<file path="config.mk">
export PLATFORM = sky130hd
export DESIGN_NAME = hq2x_sequencer
export DESIGN_NICKNAME = d
export VERILOG_FILES = /design/src/rtl/hq2x_seq_pkg.sv /design/src/rtl/hq2x_line_timer.sv /design/src/rtl/hq2x_sequencer.sv
export SDC_FILE = /design/constraint.sdc
export NUM_CORES = 1
export LEC_CHECK = 0
export BUFFER_PORTS_ARGS = -buffer_cell sky130_fd_sc_hd__buf_2
export CAP_MARGIN = 0
export CORE_MARGIN = 1.5
export CORE_UTILIZATION = 36
export DETAILED_ROUTE_END_ITERATION = 7
export SETUP_SLACK_MARGIN = 0.3
export SYNTH_ARGS = -nofsm -noshare
export SYNTH_HDL_FRONTEND = slang
export SYNTH_SLANG_ARGS = --single-unit
</file>
<file path="constraint.sdc">
create_clock -name clk -period 2.6 [get_ports clk]
set_input_delay 0.26 -clock clk [delete_from_list [all_inputs] [get_ports clk]]
set_output_delay 0.26 -clock clk [all_outputs]
set_load 0.01 [all_outputs]
</file>
<file path="src/rtl/hq2x_seq_pkg.sv">
// hq2x_seq_pkg: shared state encoding and timing constants for the Hq2x sequencer.
package hq2x_seq_pkg;
  typedef enum logic [1:0] {IDLE, PRIME, RUN} state_t;
  localparam int HQ_IN_PIXELS = 256;
  localparam int HQ_PIX_PHASE = 3;
  localparam int DEF_LINE_CLKS = 1364;
  localparam int DEF_FRAME_LINES = 262;
  localparam int DEF_ACTIVE_LINES = 240;
  localparam int DEF_H_ACTIVE = 512;
  localparam int DEF_H_FRONT = 16;
  localparam int DEF_H_SYNC = 64;
  localparam int DEF_VS_LINE = 245;
endpackage

</file>
<file path="src/rtl/hq2x_line_timer.sv">
// hq2x_line_timer: per-half-line output timing; read_x is combinational, de/hsync lag it by one clock.
module hq2x_line_timer
  import hq2x_seq_pkg::*;
#(
  parameter int H_ACTIVE = DEF_H_ACTIVE,
  parameter int H_FRONT  = DEF_H_FRONT,
  parameter int H_SYNC   = DEF_H_SYNC
) (
  input  logic        clk,
  input  logic        rst,
  input  logic [10:0] hcyc,
  input  logic        half,
  input  logic        de_en,
  output logic        vga_de,
  output logic        vga_hsync,
  output logic [9:0]  hq_read_x
);
  localparam logic [10:0] HA  = 11'(H_ACTIVE);
  localparam logic [10:0] HS0 = 11'(H_ACTIVE + H_FRONT);
  localparam logic [10:0] HS1 = 11'(H_ACTIVE + H_FRONT + H_SYNC);
  logic act;
  assign act = hcyc < HA;
  assign hq_read_x = act ? {half, hcyc[8:0]} : 10'd0;
  always_ff @(posedge clk) begin
    if (rst) begin
      vga_de    <= 1'b0;
      vga_hsync <= 1'b0;
    end else begin
      vga_de    <= de_en && act;
      vga_hsync <= hcyc >= HS0 && hcyc < HS1;
    end
  end
endmodule

</file>
<file path="src/rtl/hq2x_sequencer.sv">
// hq2x_sequencer: input pacing and 2x output timing around one Hq2x core.
// Define HQ2X_SEQ_UNDERFLOW_EN to enable FIFO underflow detection and black substitution.
module hq2x_sequencer
  import hq2x_seq_pkg::*;
#(
  parameter int LINE_CLKS    = DEF_LINE_CLKS,
  parameter int FRAME_LINES  = DEF_FRAME_LINES,
  parameter int ACTIVE_LINES = DEF_ACTIVE_LINES,
  parameter int H_ACTIVE     = DEF_H_ACTIVE,
  parameter int H_FRONT      = DEF_H_FRONT,
  parameter int H_SYNC       = DEF_H_SYNC,
  parameter int VS_LINE      = DEF_VS_LINE
) (
  input  logic       clk,
  input  logic       reset,
  input  logic       pix_avail,
  output logic       pix_req,
  output logic       pix_black,
  output logic       hq_reset_line,
  output logic       hq_reset_frame,
  output logic [9:0] hq_read_x,
  input  logic       hq_frame_available,
  output logic       vga_hsync,
  output logic       vga_vsync,
  output logic       vga_de,
  output logic       underflow
);
  localparam logic [10:0] LC_LAST = 11'(LINE_CLKS - 1);
  localparam logic [10:0] LC_HALF = 11'(LINE_CLKS / 2);
  localparam logic [10:0] PIX_END = 11'(4 * HQ_IN_PIXELS);
  localparam logic [8:0]  LN_LAST = 9'(FRAME_LINES - 1);
  localparam logic [8:0]  LN_ACT  = 9'(ACTIVE_LINES);
  localparam logic [8:0]  LN_VS   = 9'(VS_LINE);
  state_t state, state_n;
  logic [10:0] lcyc, hcyc;
  logic [8:0] lnum;
  logic fa_seen, half, line_end, active, de_en;
  assign line_end = lcyc == LC_LAST;
  assign half     = lcyc >= LC_HALF;
  assign hcyc     = half ? lcyc - LC_HALF : lcyc;
  assign active   = state != IDLE;
  assign de_en    = state == RUN && lnum >= 9'd1 && lnum <= LN_ACT;
  assign hq_reset_line  = active && lcyc == 11'd0;
  assign hq_reset_frame = hq_reset_line && lnum == 9'd0;
  assign pix_req = active && lnum < LN_ACT && lcyc < PIX_END && lcyc[1:0] == 2'(HQ_PIX_PHASE);
  // RUN begins on the line boundary after Hq2x first reports a complete frame
  always_comb begin
    state_n = state;
    state_n = state == IDLE ? PRIME :
              (state == PRIME && line_end && (fa_seen || hq_frame_available)) ? RUN : state;
  end
  always_ff @(posedge clk) begin
    if (reset) begin
      state     <= IDLE;
      lcyc      <= 11'd0;
      lnum      <= 9'd0;
      fa_seen   <= 1'b0;
      vga_vsync <= 1'b0;
    end else begin
      state     <= state_n;
      lcyc      <= (!active || line_end) ? 11'd0 : lcyc + 11'd1;
      lnum      <= !active ? 9'd0 : line_end ? (lnum == LN_LAST ? 9'd0 : lnum + 9'd1) : lnum;
      fa_seen   <= state == PRIME && (fa_seen || hq_frame_available);
      vga_vsync <= lnum == LN_VS;
    end
  end
`ifdef HQ2X_SEQ_UNDERFLOW_EN
  assign pix_black = pix_req && !pix_avail;
  always_ff @(posedge clk) begin
    if (reset) underflow <= 1'b0;
    else if (pix_black) underflow <= 1'b1;
  end
`else
  logic unused_pix_avail;
  assign unused_pix_avail = pix_avail;
  assign pix_black = 1'b0;
  assign underflow = 1'b0;
`endif
  hq2x_line_timer #(.H_ACTIVE(H_ACTIVE), .H_FRONT(H_FRONT), .H_SYNC(H_SYNC)) u_timer (
    .clk      (clk),
    .rst      (reset),
    .hcyc     (hcyc),
    .half     (half),
    .de_en    (de_en),
    .vga_de   (vga_de),
    .vga_hsync(vga_hsync),
    .hq_read_x(hq_read_x)
  );
endmodule

</file>
==> reports/qor.csv, run 1 <==
stage,metric,value,unit
yosys,Avg Inst Size Synth,7.73,sq um
yosys,ys async rst share,0,%
sta,worst slew pin tran,0.564,ns
global_route,vias in the first global route,1397,
yosys,"Distinct cells, synth",47,
run_status,status,"finished, final reports clean",
sta,period utilization,89.5,%
drt,drc violations,0,
drt,met3 wire length,194,um
cts,clock root cell,clkbuf_8,
sta,fmax,0.430,GHz
worst_setup_path,WP buf/inv,3,
floorplan,Initial Utilization,37.9,%
drt,via count,1537,
floorplan,I/O Pins,22,
cts,Worst-path clk slew,0.10,ns
placed_design,IO Port Bufs,18,
global_route,total grt overflow,0,
worst_hold_path,hold path depth,2,
cts,worst skew pair latency,0.27,ns
sta,final hold violations,0,
finish,share of layout cells above drive strength 1,28.7,%
drt,wl on met1,1810,um
drt,WL met2,1760,um
finish,Post-Layout Cell Count,296,
worst_setup_path,"delay-heaviest family, CP",simple AND/OR/NAND/NOR gates,
cts,Longest Clk Path Bufs,2,
placed_design,GP Congestion,0.780,
power_and_ir_drop,sw frac,22.6,%
drt,WL/cell,12.9,um
worst_setup_path,FF-to-FF End,u_timer.vga_hsync,
yosys,Synth Register Bits,26,
worst_setup_path,reg-to-reg startpoint,lcyc[2],
worst_setup_path,CP Capture Type,output pin,
drt,starting DRC count in detailed routing,76,
finish,Layout area overhead,23.6,%
placed_design,DP Cell Count,281,
worst_setup_path,WS Path Type,reg -> out,
global_route,antenna violations before repair,0,
floorplan,core footprint,4380,sq um
placed_design,DP HPWL,2740,um
power_and_ir_drop,sequential power share,56.8,%
worst_setup_path,R2R setup slack,0.51,ns
worst_setup_path,arrival time worst endpoint,2.07,ns
drt,vias per std cell,5.19,
sta,Final Critical Period,2.33,ns
sta,Slew Limit Headroom,62.1,%
power_and_ir_drop,Pint,550,uW
power_and_ir_drop,Leakage,0.000837,uW
sta,setup TNS,0,ns
finish,"commonest non-fill, non-tap cell in the layout",nor2_1,
worst_setup_path,"Max FO, Critical Path",8,
yosys,sequential area share after synthesis,31.3,%
yosys,Cells after Synth,215,
sta,final setup fails,0,
global_route,first-pass GRT wire length,6400,um
finish,nets,257,
power_and_ir_drop,maximum vdd drop,0.388,mV
worst_setup_path,reg2reg path depth,9,
finish,most frequent cells in the layout,"nor2_1 (37), dfxtp_1 (22), nand2_1 (18), buf_2 (18), buf_4 (16)",
worst_setup_path,CP cell instances,"inv_4, ha_4, and3b_1, or2_4, a21oi_4, a21oi_2, o2bb2ai_4, buf_6, nor2_1, buf_2",
power_and_ir_drop,Pwr Density,346,nW/um^2
worst_setup_path,CP Data Required Time,2.34,ns
power_and_ir_drop,Psw,161,uW
cts,TritonCTS clock tree,done,
yosys,Ys Warns,0,
yosys,Post-synth EDFFs,0,
yosys,"Top FF cell, synth",dfxtp_1,
worst_setup_path,critical path startpoint category,register,
floorplan,Die X,70.9,um
drt,DR pass1 iterations,4,
worst_hold_path,hold-critical path endpoint,u_timer.vga_hsync,
finish,Ant. Diodes,0,
finish,FILL cells,454,
flow_run,max-cap viol count,0,
sta,RSZ-0062 raised after global routing,true,
power_and_ir_drop,Gate power share,5.2,%
global_route,all-layer global routing usage,15.7,%
drt,Antenna Violating Nets Remaining,0,
drt,Detailed Route WL,3820,um
global_route,largest net degree at the start of global routing,15,
worst_hold_path,worst min-delay path category,in -> reg,
sta,clock skew,0.00634,ns
floorplan,die area,5030,sq um
sta,WHS,0.273,ns
floorplan,die height,70.9,um
sta,pins over their slew limit,0,
power_and_ir_drop,power share of the clock group,38.0,%
floorplan,Rows,24,
worst_hold_path,Hold Crit Start,reset,
cts,clock sink count,26,
worst_setup_path,crit-path max cell delay,0.37,ns
yosys,Netlist Area Pre-Place,1660,sq um
worst_setup_path,Critical-path top delay cell,dfxtp_4,
drt,DR top layer,met4,
cts,Hold Buf Count CTS,0,
cts,CTS H-Tree Depth,1,
cts,TritonCTS Buffers,3,
## kinds of logic (layout without fill, tap and decap cells)
group / count (synthesis) / in the layout / synth area share (%)
other cells: 1 / 2 / 0.226
xor+xnor: 21 / 21 / 11.1
compound gates: 33 / 33 / 12.5
fa+ha+maj: 8 / 8 / 6.02
mux: 1 / 1 / 0.602
flops: 26 / 26 / 31.3
simple gates: 102 / 102 / 31.7
buf+inv: 23 / 51 / 6.55
## worst max path at each step
stage               slack (ns)     from            to  cells after the start
global route              0.17  lcyc[2]  hq_read_x[8]                     10
detailed placement        0.09  lcyc[2]  hq_read_x[4]                     10
floorplan                 0.37  lcyc[2]  hq_read_x[2]                      9
CTS                       0.27  lcyc[1]  hq_read_x[4]                     10
global placement           0.1  lcyc[2]  hq_read_x[8]                     10
finish                    0.27  lcyc[1]  hq_read_x[5]                     10
## power by group through the flow
stage / combinational (uW) / clock (uW) / sequential (uW)
after global routing: 40.6 / 288 / 404
after global placement: 31.8 / 0 / 413
after detailed placement: 31.8 / 0 / 414
final: 37.2 / 270 / 404
after CTS: 35.6 / 276 / 403
after floorplan: 21.0 / 0 / 413
## cell type report
| class | instances | area [sq um] | share of cell area [%] |
|---|---|---|---|
| clock buffer | 4 | 55.1 | 2.68 |
| multi-input combinational | 167 | 1140 | 55.4 |
| timing repair buffer | 35 | 221 | 10.8 |
| inverter | 12 | 47.5 | 2.31 |
| tap | 52 | 65.1 | 3.17 |
| sequential | 26 | 528 | 25.7 |
## routing by layer
layer | vias to the layer above | global-route usage, %
met1 | 701 | 21.3
li1 | 792 | -
met5 | - | 0
met4 | 0 | 3.35
met2 | 40 | 26.0
met3 | 4 | 3.28
## registers in the layout, indices dropped and copies added, names as in the netlist
name,flops
lcyc,11
u_timer.vga_de,1
fa_seen,1
lnum,9
vga_vsync,1
state,2
u_timer.vga_hsync,1
## repair_timing
item / CTS / global route
endpoints found under the setup margin: 11 / 11
buffers inserted: 6 / 5
pin swaps: 2 / 9
resized for setup: 20 / 12
## synthesized netlist by cell type (2+ instances only)
cell type,count,area [sq um]
dfxtp_1,26,521
xor2_1,10,87.6
and3b_1,2,17.5
nor4_2,2,25.0
xnor2_1,11,96.3
nand4_1,4,25.0
nor4_1,4,25.0
and2_1,2,12.5
nor2_1,41,154
buf_2,6,30.0
nand2_1,19,71.3
a21oi_1,11,55.1
o21ai_0,9,45.0
or2_2,2,12.5
inv_1,12,45.0
nor3_1,5,25.0
and3_1,2,12.5
and4_1,2,17.5
ha_1,8,100
buf_4,4,30.0
nand3_1,7,35.0
## per-stage QoR
stage / cell area, sq um / utilization (%) / total power, uW / worst slack [ns]
after floorplan: 1670 / - / 434 / 0.367
after global placement: 1800 / 41.1 / 445 / 0.100
after detailed placement: 1800 / 41.1 / 445 / 0.0914
after CTS: 1980 / 45.1 / 715 / 0.275
after global routing: 2050 / 46.9 / 733 / 0.171
final: 2050 / 46.9 / 711 / 0.274
(Power assumes the default switching activity.)
==> inputs of run 2 (changes only) <==
--- a/config.mk
+++ b/config.mk
@@ -9,6 +9,7 @@
 export CAP_MARGIN = 0
 export CORE_MARGIN = 1.5
 export CORE_UTILIZATION = 36
+export CTS_BUF_LIST = sky130_fd_sc_hd__clkbuf_16
 export DETAILED_ROUTE_END_ITERATION = 7
 export SETUP_SLACK_MARGIN = 0.3
 export SYNTH_ARGS = -nofsm -noshare
==> run 2 against run 1 <==
Core utilization stayed put. Sequential power hardly changed. Sequential share of layout area is 0.061 points higher. First-iteration DRC count is 20% higher. Non-clock buffer count is 3 lower. Critical endpoint is now hq_read_x[2]. Worst hold slack better by 0.016 ns. Combinational power is 2% lower. Critical path type unchanged.
==> reports/qor.csv, run 2 (synthesis gave the netlist of run 1 again) <==
stage,metric,value,unit
cts,Hold Buf Count CTS,0,
placed_design,DP Cell Count,281,
finish,Post-Layout Cell Count,293,
floorplan,Initial Utilization,37.9,%
drt,via count,1527,
worst_setup_path,arrival time worst endpoint,2.09,ns
floorplan,Die X,70.9,um
floorplan,die area,5030,sq um
sta,Slew Limit Headroom,62.6,%
worst_setup_path,CP Data Required Time,2.34,ns
sta,final worst slack,0.247,ns
cts,Longest Clk Path Bufs,2,
sta,clock skew,0.00199,ns
drt,vias per std cell,5.21,
global_route,largest net degree at the start of global routing,15,
global_route,antenna violations before repair,0,
worst_hold_path,worst min-delay path category,in -> reg,
cts,Worst-path clk slew,0.07,ns
global_route,all-layer global routing usage,15.7,%
worst_setup_path,critical path startpoint category,register,
placed_design,IO Port Bufs,18,
global_route,vias in the first global route,1393,
drt,Antenna Violating Nets Remaining,0,
worst_setup_path,"Max FO, Critical Path",4,
floorplan,Rows,24,
sta,worst slew pin tran,0.557,ns
floorplan,I/O Pins,22,
sta,final hold violations,0,
drt,Detailed Route WL,3960,um
placed_design,DP HPWL,2740,um
cts,worst skew pair latency,0.26,ns
worst_setup_path,Critical-path top delay cell,dfxtp_4,
drt,DR pass1 iterations,4,
sta,Final Critical Period,2.35,ns
cts,clock sink count,26,
finish,"commonest non-fill, non-tap cell in the layout",nor2_1,
sta,fmax,0.425,GHz
cts,TritonCTS Buffers,3,
sta,setup TNS,0,ns
finish,top flop regs,"lcyc: 11 flops, lnum: 9 flops, state: 2 flops",
worst_setup_path,WS Path Type,reg -> out,
drt,WL/cell,13.5,um
placed_design,GP Congestion,0.780,
finish,Top reg by flops,lcyc,
worst_setup_path,crit-path max cell delay,0.36,ns
cts,CTS H-Tree Depth,1,
floorplan,core footprint,4380,sq um
power_and_ir_drop,maximum vdd drop,0.380,mV
power_and_ir_drop,Leakage,0.000821,uW
global_route,first-pass GRT wire length,6370,um
flow_run,max-cap viol count,0,
finish,most frequent cells in the layout,"nor2_1 (37), dfxtp_1 (21), nand2_1 (18), buf_2 (18), buf_4 (13)",
sta,pins over their slew limit,0,
cts,clock root cell,clkbuf_16,
global_route,total grt overflow,0,
sta,period utilization,90.5,%
finish,Ant. Diodes,0,
finish,number of flip-flops under the largest register name,11,
run_status,status,"finished, final reports clean",
drt,starting DRC count in detailed routing,91,
finish,nets,254,
worst_setup_path,CP cell instances,"inv_4, ha_4, and3b_1, or2_4, a21oi_4, nor2_4, o2bb2ai_4, a211oi_2, buf_2",
power_and_ir_drop,Pwr Density,383,nW/um^2
sta,final setup fails,0,
sta,RSZ-0062 raised after global routing,true,
finish,FILL cells,455,
placed_design,pre-CTS WS,0.0914,ns
finish,Layout area overhead,23.6,%
floorplan,die height,70.9,um
cts,TritonCTS clock tree,done,
finish,share of layout cells above drive strength 1,26.6,%
worst_setup_path,CP Capture Type,output pin,
drt,drc violations,0,
==> run 2: cell types whose count changed in the layout (fill, tap and decap cells not counted), sizes merged <==
cell / previous run / this run
buf: 35 / 32
clkbuf: 4 / 3
clkinv: 0 / 1
==> run 2: power by group <==
group	total, uW	internal, uW	switching [uW]
logic	36.5	13.9	22.5
registers	404	400	3.26
clock network	346	206	140
==> run 2: per-stage QoR <==
step	area [sq um]	total power (uW)	util [%]	hold WS, ns
floorplan	1670	434	-	0.331
global placement	1800	445	41.1	0.489
detailed placement	1800	445	41.1	0.502
CTS	1960	792	44.7	0.280
global route	2050	813	46.9	0.294
finish	2050	786	46.9	0.289
==> run 2: per-layer routing <==
metal / global-route usage, % / share of wire, %
met1: 21.3 / 47
met2: 25.5 / 48
met3: 3.28 / 3.9
met4: 3.98 / 1.2
met5: 0 / 0
==> run 2: final cells by class <==
| class | count | area [sq um] | share of cell area (%) |
|---|---|---|---|
| clock buffer | 3 | 75.1 | 3.65 |
| clock inverter | 1 | 3.75 | 0.183 |
| inverter | 12 | 47.5 | 2.31 |
| multi-input combinational | 167 | 1130 | 55.2 |
| sequential | 26 | 529 | 25.8 |
| tap | 52 | 65.1 | 3.17 |
| timing repair buffer | 32 | 199 | 9.68 |
==> run 2: worst paths after layout <==
kind | start | to | slack, ns | cells after the start
worst max-delay path | lcyc[1] | hq_read_x[2] | 0.25 | 9
worst min-delay path | reset | state[0] | 0.29 | 2
worst max register to register | lcyc[1] | u_timer.vga_de | 0.48 | 10
worst min register to register | lcyc[0] | lcyc[0] | 0.51 | 1
==> run 2: worst max-delay path, delay by kind of cell, from the launching register on <==
| family | cells | cell delay, ns |
|---|---|---|
| adders and majority gates | 1 | 0.11 |
| and+or+nand+nor | 3 | 0.53 |
| AOI/OAI and AO/OA | 3 | 0.60 |
| DFF | 1 | 0.36 |
| buffers and inverters | 2 | 0.23 |
==> run 2: repair_timing <==
action,CTS,global route
resized for setup,13,18
setup endpoints to repair,11,11
pin swaps,3,6
buffers inserted,6,2
==> inputs of run 3 (changes only) <==
--- a/config.mk
+++ b/config.mk
@@ -7,6 +7,7 @@
 export LEC_CHECK = 0
 export BUFFER_PORTS_ARGS = -buffer_cell sky130_fd_sc_hd__buf_2
 export CAP_MARGIN = 0
+export CORE_ASPECT_RATIO = 0.75
 export CORE_MARGIN = 1.5
 export CORE_UTILIZATION = 36
 export CTS_BUF_LIST = sky130_fd_sc_hd__clkbuf_16
==> run 3 against run 2 <==
Combinational power down 5%. Cell area rose by 0.24%. Global-route usage rose by 0.51 points. Maximum frequency is 2.1% higher. Clock power is 28% higher. Register-to-register slack about the same. Power up 12%. Highest routed layer unchanged.
==> reports/qor.csv, run 3 (synthesis gave the netlist of run 1 again) <==
stage,metric,value,unit
global_route,antenna violations before repair,0,
worst_setup_path,R2R setup slack,0.48,ns
floorplan,I/O Pins,22,
worst_setup_path,worst setup path startpoint,lcyc[1],
worst_setup_path,WS Path Type,reg -> out,
worst_setup_path,arrival time worst endpoint,2.04,ns
cts,Longest Clk Path Bufs,2,
placed_design,DP HPWL,2760,um
cts,TritonCTS Buffers,3,
worst_hold_path,worst min-delay path category,in -> reg,
worst_setup_path,FF-to-FF End,u_timer.vga_hsync,
finish,area of the multi-input gates,1140,sq um
cts,CTS H-Tree Depth,1,
finish,nets,249,
floorplan,Rows,21,
drt,starting DRC count in detailed routing,98,
sta,fmax,0.434,GHz
finish,Post-Layout Cell Count,293,
global_route,vias in the first global route,1234,
global_route,first-pass GRT wire length,6190,um
finish,FILL cells,437,
worst_setup_path,crit-path max cell delay,0.35,ns
sta,RSZ-0062 raised after global routing,true,
global_route,largest net degree at the start of global routing,16,
drt,via count,1497,
worst_setup_path,critical path startpoint category,register,
finish,Ant. Diodes,0,
cts,clock root cell,clkbuf_16,
sta,final hold violations,0,
finish,most frequent cells in the layout,"nor2_1 (36), dfxtp_1 (19), nand2_1 (18)",
power_and_ir_drop,Leakage,0.000814,uW
sta,final setup fails,0,
finish,"commonest non-fill, non-tap cell in the layout",nor2_1,
drt,vias per std cell,5.11,
floorplan,Die X,81.4,um
floorplan,die area,5040,sq um
global_route,all-layer global routing usage,16.2,%
placed_design,GP Congestion,0.857,
cts,clock sink count,26,
sta,Slew Limit Headroom,59.7,%
drt,DR pass1 iterations,4,
worst_setup_path,Critical-path top delay cell,dfxtp_4,
finish,top flop regs,"lcyc: 11 flops, lnum: 9 flops, state: 2 flops",
placed_design,DP Cell Count,283,
placed_design,IO Port Bufs,18,
floorplan,core footprint,4440,sq um
global_route,total grt overflow,0,
sta,clock skew,0.00224,ns
worst_setup_path,reg2reg path depth,9,
drt,Antenna Violating Nets Remaining,0,
cts,Worst-path clk slew,0.07,ns
sta,Final Critical Period,2.30,ns
sta,period utilization,88.6,%
placed_design,pre-CTS WS,0.239,ns
floorplan,Initial Utilization,37.4,%
run_status,status,"finished, final reports clean",
drt,drc violations,0,
finish,FF/Latch Area,532,sq um
floorplan,die height,61.8,um
sta,pins over their slew limit,0,
worst_setup_path,CP Capture Type,output pin,
worst_setup_path,"Max FO, Critical Path",8,
worst_setup_path,end of the critical path,hq_read_x[2],
cts,TritonCTS clock tree,done,
cts,worst skew pair latency,0.26,ns
drt,Detailed Route WL,3920,um
worst_setup_path,reg-to-reg startpoint,lcyc[1],
finish,Top reg by flops,lcyc,
sta,worst slew pin tran,0.601,ns
sta,final worst slack,0.296,ns
power_and_ir_drop,Pwr Density,428,nW/um^2
worst_setup_path,CP Data Required Time,2.34,ns
sta,setup TNS,0,ns
finish,Layout area overhead,23.9,%
worst_setup_path,CP cell instances,"inv_4, ha_4, and3b_2, or2_4, a21oi_4, nor2_4, o2bb2ai_4, buf_6, a211oi_2, buf_2",
finish,number of flip-flops under the largest register name,11,
drt,WL/cell,13.4,um
flow_run,max-cap viol count,0,
finish,share of layout cells above drive strength 1,27.5,%
power_and_ir_drop,maximum vdd drop,0.373,mV
## run 3: cell count changes in the layout (fill, tap and decap cells not counted), sizes merged
cell	before	now
clkinv	1	0
buf	32	27
bufinv	0	1
## run 3: final cells by class
type,instances,share of cell area [%]
inverter,12,2.31
tap,57,3.46
clock inverter,1,1.46
multi-input combinational,167,55.2
clock buffer,3,3.65
sequential,26,25.8
timing repair buffer,27,8.14
## run 3: how the worst min path moves through the flow
stage,end,slack [ns],from,depth (start not counted)
2_1_floorplan,u_timer.vga_hsync,0.33,reset,1
3_3_place_gp,fa_seen,0.49,state[1],1
3_5_place_dp,fa_seen,0.50,state[1],1
4_1_cts,u_timer.vga_hsync,0.30,reset,2
5_1_grt,u_timer.vga_hsync,0.32,reset,2
6_report,u_timer.vga_hsync,0.30,reset,2
## run 3: layer usage
metal / share of wire, % / global-route usage (%) / up-vias
li1: - / - / 775
met1: 53 / 24.9 / 687
met2: 41 / 23.1 / 33
met3: 5.7 / 3.80 / 2
met4: 0.54 / 2.22 / 0
met5: 0 / 0 / -
## run 3: what timing repair did
action	4_1_cts	5_1_grt
pin swaps	3	2
setup buffers	4	2
setup endpoints to repair	11	16
gates resized for setup	18	18
hold buffers	0	0
## run 3: power breakdown
group	total (uW)	switching (uW)	internal, uW
clock network	443	137	306
logic	34.8	22.4	12.4
registers	404	3.03	400
## run 3: worst max-delay path, delay by kind of cell, from the launching register on
kind                       cells  cell delay [ns]
and+or+nand+nor                3             0.52
adders and majority gates      1             0.13
DFF                            1             0.35
AOI/OAI and AO/OA              3             0.42
buffers and inverters          3             0.36
## run 3: stage by stage
step	util, %	area [sq um]	total power, uW	hold WS, ns
after floorplan	-	1670	434	0.331
after detailed placement	40.2	1790	445	0.499
after CTS	44.4	1970	886	0.296
final	46.4	2060	881	0.295
after global placement	40.2	1790	445	0.488
after global routing	46.4	2060	919	0.316
